--- src/rtl/leg_fetch_writeback.sv ---
// Fetch/decode/write-back sequencer for the 8-bit LEG core: four-byte fetch, one
// EX cycle driving operand Load strobes, one WB cycle driving Save strobes and the PC.
module leg_fetch_writeback #(
  parameter int NUM_REGS = 6,
  parameter int PC_STEP  = 4
) (
  input  logic       clk,
  input  logic       rst,
  input  logic       run,
  output logic [7:0] prog_addr,
  output logic       prog_req,
  input  logic [7:0] prog_data,
  input  logic       prog_valid,
  output logic [7:0] opcode,
  output logic [7:0] arg1_load,
  output logic [7:0] arg2_load,
  output logic [7:0] arg1_imm,
  output logic [7:0] arg2_imm,
  input  logic [7:0] result,
  input  logic       cond_true,
  output logic [7:0] reg_save,
  output logic [7:0] save_value,
  output logic       instr_done
);

  typedef enum logic [2:0] {S_IDLE, S_F0, S_F1, S_F2, S_F3, S_EX, S_WB} state_t;

  localparam logic [2:0] CNT_ADDR = 3'(NUM_REGS);
  localparam logic [7:0] STEP     = 8'(PC_STEP);

  state_t     state, state_nxt;
  logic [7:0] pc, arg1_q, arg2_q, dest_q;
  logic       is_cond, dest_is_pc;

  function automatic logic [7:0] onehot(input logic [2:0] a);
    return 8'b1 << a;
  endfunction

  assign is_cond    = opcode[5];
  assign dest_is_pc = (dest_q[2:0] == CNT_ADDR);

  always_ff @(posedge clk or negedge rst) begin
    if (!rst) state <= S_IDLE;
    else      state <= state_nxt;
  end

  always_comb begin
    state_nxt = state;
    unique case (state)
      S_IDLE: if (run)        state_nxt = S_F0;
      S_F0:   if (prog_valid) state_nxt = S_F1;
      S_F1:   if (prog_valid) state_nxt = S_F2;
      S_F2:   if (prog_valid) state_nxt = S_F3;
      S_F3:   if (prog_valid) state_nxt = S_EX;
      S_EX:                   state_nxt = S_WB;
      S_WB:                   state_nxt = S_IDLE;
      default:                state_nxt = S_IDLE;
    endcase
  end

  always_comb begin
    prog_req   = 1'b0;
    prog_addr  = pc;
    arg1_load  = '0;
    arg2_load  = '0;
    instr_done = 1'b0;
    unique case (state)
      S_F0: begin prog_req = 1'b1; prog_addr = pc;         end
      S_F1: begin prog_req = 1'b1; prog_addr = pc + 8'd1;  end
      S_F2: begin prog_req = 1'b1; prog_addr = pc + 8'd2;  end
      S_F3: begin prog_req = 1'b1; prog_addr = pc + 8'd3;  end
      S_EX: begin
        // Immediate operands suppress the register read on that bus.
        if (!opcode[7]) arg1_load = onehot(arg1_q[2:0]);
        if (!opcode[6]) arg2_load = onehot(arg2_q[2:0]);
      end
      S_WB:    instr_done = 1'b1;
      default: ;
    endcase
  end

  assign arg1_imm = arg1_q;
  assign arg2_imm = arg2_q;

  always_ff @(posedge clk or negedge rst) begin
    if (!rst) begin
      opcode <= '0;
      arg1_q <= '0;
      arg2_q <= '0;
      dest_q <= '0;
    end else if (prog_valid) begin
      unique case (state)
        S_F0:    opcode <= prog_data;
        S_F1:    arg1_q <= prog_data;
        S_F2:    arg2_q <= prog_data;
        S_F3:    dest_q <= prog_data;
        default: ;
      endcase
    end
  end

  // Save strobes are registered on the EX->WB edge so they are live for WB only.
  always_ff @(posedge clk or negedge rst) begin
    if (!rst) begin
      reg_save   <= '0;
      save_value <= '0;
    end else if (state == S_EX && !is_cond && !dest_is_pc) begin
      reg_save   <= onehot(dest_q[2:0]);
      save_value <= result;
    end else begin
      reg_save   <= '0;
      save_value <= '0;
    end
  end

  always_ff @(posedge clk or negedge rst) begin
    if (!rst) pc <= '0;
    else if (state == S_WB) begin
      if (is_cond)         pc <= cond_true ? dest_q : pc + STEP;
      else if (dest_is_pc) pc <= result;
      else                 pc <= pc + STEP;
    end
  end

endmodule

--- config.mk ---
export PLATFORM = sky130hd
export DESIGN_NAME = leg_fetch_writeback
export DESIGN_NICKNAME = d
export VERILOG_FILES = /design/src/rtl/leg_fetch_writeback.sv
export SDC_FILE = /design/constraint.sdc
export NUM_CORES = 1
export LEC_CHECK = 0
export BUFFER_PORTS_ARGS = -buffer_cell sky130_fd_sc_hd__buf_2
export CAP_MARGIN = 20
export CORE_UTILIZATION = 45
export CTS_BUF_LIST = sky130_fd_sc_hd__clkbuf_16
export DETAILED_ROUTE_END_ITERATION = 10
export GPL_TIMING_DRIVEN = 1
export PLACE_DENSITY = 0.71
export SKIP_CTS_REPAIR_TIMING = 1
export SLEW_MARGIN = 15
export SYNTH_ARGS = -nofsm -noshare
export SYNTH_HDL_FRONTEND = slang
export SYNTH_SLANG_ARGS = --single-unit
--- constraint.sdc ---
create_clock -name clk -period 4.5 [get_ports clk]
set_input_delay 0.9 -clock clk [delete_from_list [all_inputs] [get_ports clk]]
set_output_delay 0.9 -clock clk [all_outputs]
set_load 0.03 [all_outputs]
==> results.yml <==
outcome:
  status: "finished, final reports clean"
clock_network:
  clk_pin_slew_ns: 0.05
  clockRootBuffer: "clkbuf_16"
  cts_buffers: 9
  clkSinkCount: 59
  cts_tree: "done"
  clk_latency_ns: 0.32
  htree_levels: 3
  clk_path_buf_depth: 2
setup_path:
  setup.worst_path.start_class: "flop"
  r2r-start: "state[0]"
  end_kind: "output pin"
  crit_fanout: 16
  r2r_end: "reg_save[3]"
  worstSetupPathType: "reg2out"
  reg2regPathDepth: 4
  worstPathRequired_ns: 3.60
  r2r_slack_ns: 2.40
  arrival_ns: 2.83
power_and_ir_drop:
  ir_drop_mv: 0.420
  power_density_nw_per_um2: 779
  combPwrFrac_pct: 40.7
  pwr-share-clk_pct: 24.7
  swShare_pct: 42.6
  p_leak_nw: 1.78
  p_seq_share_pct: 34.6
  intPower_w: 0.00167
  p_sw_w: 0.00124
floorplanning:
  start_util_pct: 46.7
  core_um2: 6350
  die_h_um: 83.2
  die_w_um: 83.2
  die-area_um2: 6920
  ios: 87
  placementRows: 29
yosys:
  synth_area_leaders: "dfrtp_1, mux2_2, nor2_1"
  synth_common_cells: "dfrtp_1, mux2_2, nor2_1"
  yosys_most_used_dff: "dfrtp_1"
  synth-seq-cells: 59
  yosysMostFrequentCell: "dfrtp_1"
  synth_area_leader_cell: "dfrtp_1"
  netlist.area_leader.share_pct: 49.7
  synth_edf_count: 0
  seq_area_frac_synth_pct: 49.7
  async_reset_ff_share_pct: 100
  avgSynthCellArea_um2: 11.0
  netlist_area_um2: 2970
  yosysWarnings: 0
  synth.distinct_cells: 54
  syn_nets: 294
  syn_inst: 270
route:
  routedWlPerCell_um: 15.0
  wirelength_um: 6500
  drt.antenna.violating_nets: 0
  drt_first_iter_violations: 117
  dr.pass1.iters: 4
  drc: 0
  dr_total_vias: 2310
  routed_via_density: 5.33
final_layout:
  drive_gt1_share_pct: 41.9
  diodes: 0
  stdcell_count: 433
  final_nets: 376
  area_growth_pct: 25.8
timing:
  fmax_mhz: 268
  worstMarginPinSlew_ns: 0.820
  rsz0062_at_grt: "no"
  hold_viol: 0
  fin_skew_ns: 0.00719
  finalSetupTns_ns: 0
  period_needed_ns: 3.73
  period_share_pct: 82.8
  slew_violations: 0
  max_slew_margin_pct: 45.3
  setup_viol: 0
  setup_slack_ns: 0.772
min_path:
  min_from: "opcode[2]"
  hold_path_depth: 1
  hold_class: "reg2reg"
  min_to: "opcode[2]"
global_routing:
  grt_max_degree: 60
  grt_pass1_vias: 2305
  grt_pass1_wl_um: 11000
  globalRouteTotalUtil_pct: 20.1
  grt_overflow: 0
  antenna_found_initial: 0
place:
  gp_congestion: 0.775
  hpwl_um: 4610
  dp_cells: 418
  place_ws_ns: 1.15
  io_buffers: 86
flow_run:
  max_cap_viol_count: 0
[metal layers]
layer	wire length (um)	part of all wire (%)	global-route usage (%)	vias up
met5	0	0	0	-
met4	63	0.97	4.55	0
met3	413	6.4	6.96	7
met2	3240	50	32.7	64
met1	2780	43	25.9	1128
li1	-	-	-	1111
[worst max-delay path, stage by stage, from the launching register on]
cell	delay (ns)
dfrtp_1	0.56
nand2b_1	0.37
nor2_1	0.21
xor2_1	0.20
ha_1	0.24
nor2_1	0.07
o32ai_1	0.40
nand2b_1	0.12
xnor2_1	0.13
buf_2	0.21
[flip-flops by register name, summed over array words and instances, names as in the netlist]
signal and cells:
arg1_imm 8, arg2_imm 8, dest_q 8, opcode 8
pc 8, reg_save 8, save_value 8, state 3
[how the worst max path moves through the flow]
stage	from	to	slack [ns]	cells after the start
after floorplan	state[0]	prog_addr[6]	1.37	9
after global placement	state[1]	prog_addr[6]	1.27	9
after detailed placement	state[1]	prog_addr[6]	1.15	9
after CTS	state[1]	prog_addr[6]	0.73	9
after global routing	state[2]	prog_addr[4]	0.50	9
final	state[1]	prog_addr[6]	0.77	9
[logic make-up (layout without fill, tap and decap cells)]
logic type	after synthesis	count (layout)	synth area share, %
AO/OA/AOI/OAI	46	46	11.3
other	1	1	0.126
AND/OR/NAND/NOR	96	96	18.6
flip-flops	59	59	49.7
adder cells (fa/ha/maj)	3	3	1.26
multiplexers	34	34	12.8
XOR/XNOR	8	8	2.36
buffers and inverters	23	109	3.79
[placed cells by master, fill, tap and decap left out, types with 7 or more instances in the layout]
cell type  count
dfrtp_1       59
a21oi_1       10
clkbuf_16      9
nand2_1       18
o21ai_0       12
mux2_2        31
and2_1         8
inv_1          7
nand2b_1       8
nor2_1        24
nor3_1         8
buf_2         86
[stage by stage]
| stage | cell area (um^2) | hold slack, ns | total power, W | util (%) |
|---|---|---|---|---|
| after global routing | 3730 | 0.528 | 0.00309 | 58.8 |
| after global placement | 3420 | 0.486 | 0.00218 | 53.8 |
| after CTS | 3730 | 0.506 | 0.00293 | 58.8 |
| after detailed placement | 3420 | 0.491 | 0.00221 | 53.8 |
| after floorplan | 2970 | 0.481 | 0.00190 | - |
| final | 3730 | 0.502 | 0.00291 | 58.8 |
[power by group through the flow]
stage | Sequential [W] | Clock, W | Combinational [W]
finish | 0.00101 | 0.000716 | 0.00118
CTS | 0.00101 | 0.000728 | 0.00120
floorplan | 0.00111 | 0 | 0.000796
global placement | 0.00100 | 0 | 0.00117
detailed placement | 0.00102 | 0 | 0.00120
global route | 0.00105 | 0.000750 | 0.00129
[cell type report]
class / instances / area [um^2]
clock buffers: 9 / 225
clock inverters: 6 / 91.3
fillers: 540 / 2620
inverters: 7 / 26.3
multi-input cells: 188 / 1380
flip-flops and latches: 59 / 1480
well taps: 77 / 96.3
repair buffers: 87 / 438
Note: power is estimated with default switching activity, not from simulation.
